==> src/rtl/config_bus_writer.sv <==
// Transmit side of the config_addr/config_data broadcast bus: collects an AXI-Stream
// header + payload from the PS, publishes the payload, then strobes the target address.
module config_bus_writer #(
    parameter int          CFG_WORDS = 16,
    parameter int          CFG_HOLD  = 2,
    parameter logic [31:0] IDLE_ADDR = 32'd0
) (
    input  logic                    a_clk,
    input  logic                    a_resetn,
    input  logic [31:0]             S_AXIS_CFG_tdata,
    input  logic                    S_AXIS_CFG_tvalid,
    output logic                    S_AXIS_CFG_tready,
    input  logic                    S_AXIS_CFG_tlast,
    output logic [31:0]             config_addr,
    output logic [32*CFG_WORDS-1:0] config_data,
    output logic                    busy,
    output logic [15:0]             commit_count,
    output logic [2:0]              err_flags,
    input  logic                    err_clr
);

    localparam int IDX_W  = $clog2(CFG_WORDS + 1);
    localparam int WSEL_W = (CFG_WORDS > 1) ? $clog2(CFG_WORDS) : 1;
    localparam int HOLD_W = (CFG_HOLD > 1) ? $clog2(CFG_HOLD) : 1;
    localparam logic [IDX_W-1:0]  IDX_FULL  = IDX_W'(CFG_WORDS);
    localparam logic [HOLD_W-1:0] HOLD_LAST = HOLD_W'(CFG_HOLD - 1);

    typedef enum logic [2:0] {
        S_IDLE,
        S_LOAD,
        S_DROP,
        S_COMMIT,
        S_STROBE,
        S_GAP
    } state_t;

    state_t                       state;
    state_t                       state_nxt;
    logic [IDX_W-1:0]             idx;
    logic [HOLD_W-1:0]            hold_cnt;
    logic [31:0]                  target;
    logic [CFG_WORDS-1:0][31:0]   shadow;
    logic [2:0]                   err_set;
    logic                         beat;

    assign beat = S_AXIS_CFG_tvalid & S_AXIS_CFG_tready;
    assign busy = (state != S_IDLE);

    // NOTE: every output of this block gets a default first so no path can infer a latch.
    always_comb begin
        state_nxt = state;
        err_set   = 3'b000;
        case (state)
            S_IDLE: begin
                if (beat) begin
                    if (S_AXIS_CFG_tlast) begin
                        err_set[1] = 1'b1;
                        err_set[2] = (S_AXIS_CFG_tdata == IDLE_ADDR);
                    end else if (S_AXIS_CFG_tdata == IDLE_ADDR) begin
                        err_set[2] = 1'b1;
                        state_nxt  = S_DROP;
                    end else begin
                        state_nxt  = S_LOAD;
                    end
                end
            end
            S_LOAD: begin
                if (beat) begin
                    err_set[0] = (idx == IDX_FULL);
                    if (S_AXIS_CFG_tlast) state_nxt = S_COMMIT;
                end
            end
            S_DROP:   if (beat && S_AXIS_CFG_tlast) state_nxt = S_IDLE;
            S_COMMIT: state_nxt = S_STROBE;
            S_STROBE: if (hold_cnt == HOLD_LAST) state_nxt = S_GAP;
            S_GAP:    state_nxt = S_IDLE;
            default:  state_nxt = S_IDLE;
        endcase
    end

    // NOTE: sequential state uses <= only, so every register here samples pre-edge values.
    always_ff @(posedge a_clk) begin
        if (!a_resetn) begin
            state             <= S_IDLE;
            S_AXIS_CFG_tready <= 1'b1;
            config_addr       <= IDLE_ADDR;
            config_data       <= '0;
            shadow            <= '0;
            target            <= '0;
            idx               <= '0;
            hold_cnt          <= '0;
            commit_count      <= '0;
            err_flags         <= '0;
        end else begin
            state             <= state_nxt;
            S_AXIS_CFG_tready <= (state_nxt == S_IDLE) || (state_nxt == S_LOAD) ||
                                 (state_nxt == S_DROP);
            // The address lags the state by one cycle so config_data settles before it.
            config_addr       <= (state == S_STROBE) ? target : IDLE_ADDR;
            err_flags         <= (err_clr ? 3'b000 : err_flags) | err_set;

            case (state)
                S_IDLE: begin
                    if (beat) begin
                        target <= S_AXIS_CFG_tdata;
                        shadow <= '0;
                        idx    <= '0;
                    end
                end
                S_LOAD: begin
                    if (beat && (idx != IDX_FULL)) begin
                        shadow[idx[WSEL_W-1:0]] <= S_AXIS_CFG_tdata;
                        idx                     <= idx + 1'b1;
                    end
                end
                S_COMMIT: begin
                    config_data <= shadow;
                    hold_cnt    <= '0;
                end
                S_STROBE: begin
                    hold_cnt <= hold_cnt + 1'b1;
                    if (hold_cnt == HOLD_LAST) commit_count <= commit_count + 16'd1;
                end
                default: ;
            endcase
        end
    end

endmodule

==> config.mk <==
export PLATFORM = sky130hd
export DESIGN_NAME = config_bus_writer
export DESIGN_NICKNAME = d
export VERILOG_FILES = /design/src/rtl/config_bus_writer.sv
export SDC_FILE = /design/constraint.sdc
export NUM_CORES = 2
export LEC_CHECK = 0
export CORE_UTILIZATION = 45
export CTS_BUF_LIST = sky130_fd_sc_hd__clkbuf_8
export CTS_CLUSTER_SIZE = 28
export DETAILED_ROUTE_END_ITERATION = 10
export GPL_TIMING_DRIVEN = 1
export PLACE_DENSITY = 0.69
export SYNTH_ARGS = -nofsm -noshare
export SYNTH_HDL_FRONTEND = slang
export SYNTH_SLANG_ARGS = --single-unit
==> constraint.sdc <==
create_clock -name a_clk -period 3 [get_ports a_clk]
set_input_delay 0.75 -clock a_clk [delete_from_list [all_inputs] [get_ports a_clk]]
set_output_delay 0.75 -clock a_clk [all_outputs]
set_load 0.05 [all_outputs]
==> reports/metrics.csv <==
stage;metric;value;unit
power_and_ir_drop;ir_drop;320;uV
synthesis;gate_count_after_technology_mapping;4325;
timing;timing.max_slew.rel_slack;16.6;%
synthesis;syn_area;37700;um^2
clock_tree;clock-sinks;1117;
floorplan;die_width;291;um
timing;rsz0062_at_grt;false;
worst_setup_path;worstSetupEndpointType;output pin;
clock_tree;clk-insertion-delay-late;0.84;ns
floorplan;fp.dieH;291;um
placed_design;portBuffers;601;
worst_setup_path;timing.critical_path.arrival;2.14;ns
timing;timing.final.crit_share;96.5;%
cells_and_area;final_net_count;4902;
grt;grt_pass1_wl;191000;um
grt;vias_in_the_first_global_route;30753;
synthesis;synthesis.yosys.warnings;0;
detailed_routing;met2WireLength;60900;um
run;maxCapViolCount;0;
floorplan;core.rowCount;105;
worst_setup_path;path_buf_inv;1;
grt;globalRoute.totalOverflow;0;
detailed_routing;total_routed_wirelength;129000;um
clock_tree;cts_inserted_buffers;175;
timing;timing_max_transition_violations_final;0;
worst_setup_path;kind_of_critical_path;flop to output pin;
timing;finalHoldViolCount;0;
detailed_routing;top_routing_layer_in_use;met4;
floorplan;floorplan.io_pins;602;
synthesis;synth_top_flop_cell;sky130_fd_sc_hd__dfxtp_1;
floorplan;core_area;82500;um^2
worst_setup_path;crit_required;2.25;ns
timing;final.setup_skew;0.0540;ns
timing;max_freq;0.345;GHz
synthesis;synth.top_cells.by_area;sky130_fd_sc_hd__dfxtp_1 59%, sky130_fd_sc_hd__nand2_1 12%, sky130_fd_sc_hd__a21oi_1 7.5%;
timing;worst_hold_slack;0.178;ns
placed_design;postPlaceCellArea;44900;um^2
synthesis;synth_edf_count;0;
worst_setup_path;worstPathCellList;clkdlybuf4s50_1;
detailed_routing;drc;0;
synthesis;synth.avg_cell_area;8.72;um^2
synthesis;share_of_the_yosys_chip_area_belonging_to_registers;59.3;%
synthesis;ys_types;45;
detailed_routing;ant_nets;0;
synthesis;ys_seq_elements;1117;
status;outcome;finished, final reports clean;
clock_tree;clock_tree_from_tritoncts;built;
cells_and_area;n_fill_cell;7358;
clock_tree;clockRootBuffer;sky130_fd_sc_hd__clkbuf_8;
detailed_routing;met3_wirelength;9560;um
detailed_routing;dr.first_iter.drc_count;2671;
timing;min_period;2.89;ns
grt;grt_start_max_net_pins;215;
grt;grt_antenna_before_repair;3;
detailed_routing;firstDrtPassIters;6;
worst_setup_path;critical_path_peak_fanout;2;
synthesis;syn_nets;4367;
grt;track_usage;29.5;%
cells_and_area;post-route-cell-area;48500;um^2
detailed_routing;dr_total_vias;32636;
placed_design;placed_wire_length_estimate_after_detailed_placement;82300;um
synthesis;synth_largest_type_area_fraction;59.3;%
clock_tree;post-cts-setup-buffer-count;0;
placed_design;place.gp.congestion;0.846;
cells_and_area;layout-drive-gt1-share;8.06;%
timing;setup_viol_count_final;0;
clock_tree;cts_repair_resize_count;1;
synthesis;netlist_top_cells_count;1,202 x sky130_fd_sc_hd__nand2_1, 1,117 x sky130_fd_sc_hd__dfxtp_1, 565 x sky130_fd_sc_hd__a21oi_1, 393 x sky130_fd_sc_hd__inv_1, 386 x sky130_fd_sc_hd__o22ai_1;
clock_tree;post_cts_hold_buffer_count;0;
worst_setup_path;critPathTopFamily;buffers and inverters;
detailed_routing;wirelength_met1;53500;um
synthesis;async_reset_ff_share;0;%
power_and_ir_drop;power.static_leakage;16.2;nW
cells_and_area;syn2layout_area_growth;28.6;%
worst_setup_path;cp_max_delay_cell;sky130_fd_sc_hd__clkdlybuf4s50_1;
clock_tree;ctsLongestPathBuffers;3;
synthesis;yosysMostFrequentCell;sky130_fd_sc_hd__nand2_1;
worst_setup_path;critPathMaxStageDelay;0.86;ns
floorplan;initial_utilization;45.7;%
detailed_routing;vias_per_cell;5.38;
synthesis;yosysTopAreaCell;sky130_fd_sc_hd__dfxtp_1;
timing;timing_worst_slew_pin_value;1.25;ns
placed_design;dp_cells;5753;
clock_tree;cts_htree_levels;4;
detailed_routing;avgRoutedWirePerCell;21.4;um
clock_tree;clk_transition_reported_paths;0.06;ns
timing;fin_setup_tns;0;ns
floorplan;die_area;85000;um^2
worst_hold_path;hold_class;input pin to flop;
power_and_ir_drop;power_density;602;nW/um^2
worst_setup_path;setup.worst_path.start_class;flop;
cells_and_area;finish.cell_count_without_fillers;6061;
[registers in the layout (all words and copies together), names as in the netlist]
name               cells
config_data          512
state                  3
err_flags              3
target                32
config_addr           32
idx                    5
commit_count          16
S_AXIS_CFG_tready      1
hold_cnt               1
shadow               512
[cells in the final DEF (no fill, tap or decap), types with 4 or more instances in the layout]
| cell type | synthesis | routed |
|---|---|---|
| sky130_fd_sc_hd__nand2_1 | 1202 | 1198 |
| sky130_fd_sc_hd__or3_1 | 7 | 7 |
| sky130_fd_sc_hd__inv_1 | 393 | 450 |
| sky130_fd_sc_hd__ha_1 | 5 | 5 |
| sky130_fd_sc_hd__clkbuf_8 | 0 | 218 |
| sky130_fd_sc_hd__a32o_1 | 97 | 97 |
| sky130_fd_sc_hd__a22o_1 | 32 | 32 |
| sky130_fd_sc_hd__o21ai_0 | 8 | 8 |
| sky130_fd_sc_hd__a21oi_4 | 8 | 12 |
| sky130_fd_sc_hd__xor2_1 | 4 | 4 |
| sky130_fd_sc_hd__nor2b_1 | 5 | 5 |
| sky130_fd_sc_hd__nand2_4 | 0 | 4 |
| sky130_fd_sc_hd__bufinv_16 | 0 | 4 |
| sky130_fd_sc_hd__a21oi_1 | 565 | 565 |
| sky130_fd_sc_hd__nand4_1 | 5 | 5 |
| sky130_fd_sc_hd__inv_6 | 0 | 5 |
| sky130_fd_sc_hd__clkdlybuf4s50_1 | 0 | 598 |
| sky130_fd_sc_hd__buf_12 | 0 | 40 |
| sky130_fd_sc_hd__o22ai_1 | 386 | 385 |
| sky130_fd_sc_hd__xnor2_1 | 6 | 6 |
| sky130_fd_sc_hd__nand3_1 | 12 | 11 |
| sky130_fd_sc_hd__buf_4 | 1 | 74 |
| sky130_fd_sc_hd__nor3_1 | 6 | 5 |
| sky130_fd_sc_hd__dfxtp_1 | 1117 | 1116 |
| sky130_fd_sc_hd__clkinv_2 | 0 | 13 |
| sky130_fd_sc_hd__and3_1 | 36 | 36 |
| sky130_fd_sc_hd__inv_12 | 0 | 4 |
| sky130_fd_sc_hd__nor2_1 | 24 | 21 |
| sky130_fd_sc_hd__nor4_1 | 10 | 10 |
[per-layer routing]
metal  GRT usage (%)  vias to the layer above
met5               0                        -
met4            14.3                        0
met3            6.03                      238
met2            47.5                     1303
met1            37.7                    15660
li1                -                    15435
[kinds of logic (layout without fill, tap and decap cells)]
group | count (synthesis) | after routing | synth area share (%)
simple gates | 1329 | 1329 | 14.1
buf+inv | 749 | 1413 | 8.20
fa+ha+maj | 5 | 5 | 0.166
xor+xnor | 10 | 10 | 0.232
mux | 1 | 1 | 0.0265
flops | 1117 | 1117 | 59.3
compound gates | 1114 | 1114 | 18.0
other cells | 0 | 2 | 0
[layout make-up]
class | instances | area [um^2] | share of cell area (%)
sequential | 1117 | 22400 | 46.1
multi-input combinational | 2459 | 12400 | 25.6
timing repair buffer | 714 | 7360 | 15.2
clock buffer | 218 | 3000 | 6.19
inverter | 393 | 1480 | 3.06
tap | 1070 | 1340 | 2.76
clock inverter | 88 | 546 | 1.12
antenna | 2 | 5.00 | 0.0103
[metrics by stage]
stage	utilization [%]	setup slack [ns]	power, mW
5_1_grt	58.8	0.0424	30.1
3_5_place_dp	54.5	-0.157	16.6
2_1_floorplan	-	0.838	16.0
6_report	58.8	0.105	29.2
3_3_place_gp	54.5	-0.128	16.6
4_1_cts	58.8	0.0115	29.4
[report_power, final]
group          switching (mW)  total (mW)  internal [mW]
registers              0.0302        14.9           14.9
logic                   0.989        1.35          0.357
clock network            6.02        12.9           6.91
[worst paths after layout]
| check | from | endpoint | slack [ns] | cells past startpoint |
|---|---|---|---|---|
| worst min register to register | shadow[507] | config_data[507] | 0.41 | 2 |
| worst min-delay path | a_resetn | S_AXIS_CFG_tready | 0.18 | 2 |
| worst max-delay path | config_data[19] | config_data[19] | 0.11 | 1 |
| worst max register to register | idx[0] | shadow[170] | 0.65 | 8 |
[worst reg2reg max path, cell delays in order (launching register included)]
cell,delay [ns]
sky130_fd_sc_hd__dfxtp_1,0.41
sky130_fd_sc_hd__inv_1,0.11
sky130_fd_sc_hd__ha_1,0.29
sky130_fd_sc_hd__and4bb_2,0.29
sky130_fd_sc_hd__or3_1,0.36
sky130_fd_sc_hd__buf_12,0.19
sky130_fd_sc_hd__a21oi_4,0.18
sky130_fd_sc_hd__buf_12,0.24
sky130_fd_sc_hd__o22ai_1,0.16
Note: power is estimated with default switching activity, not from simulation.
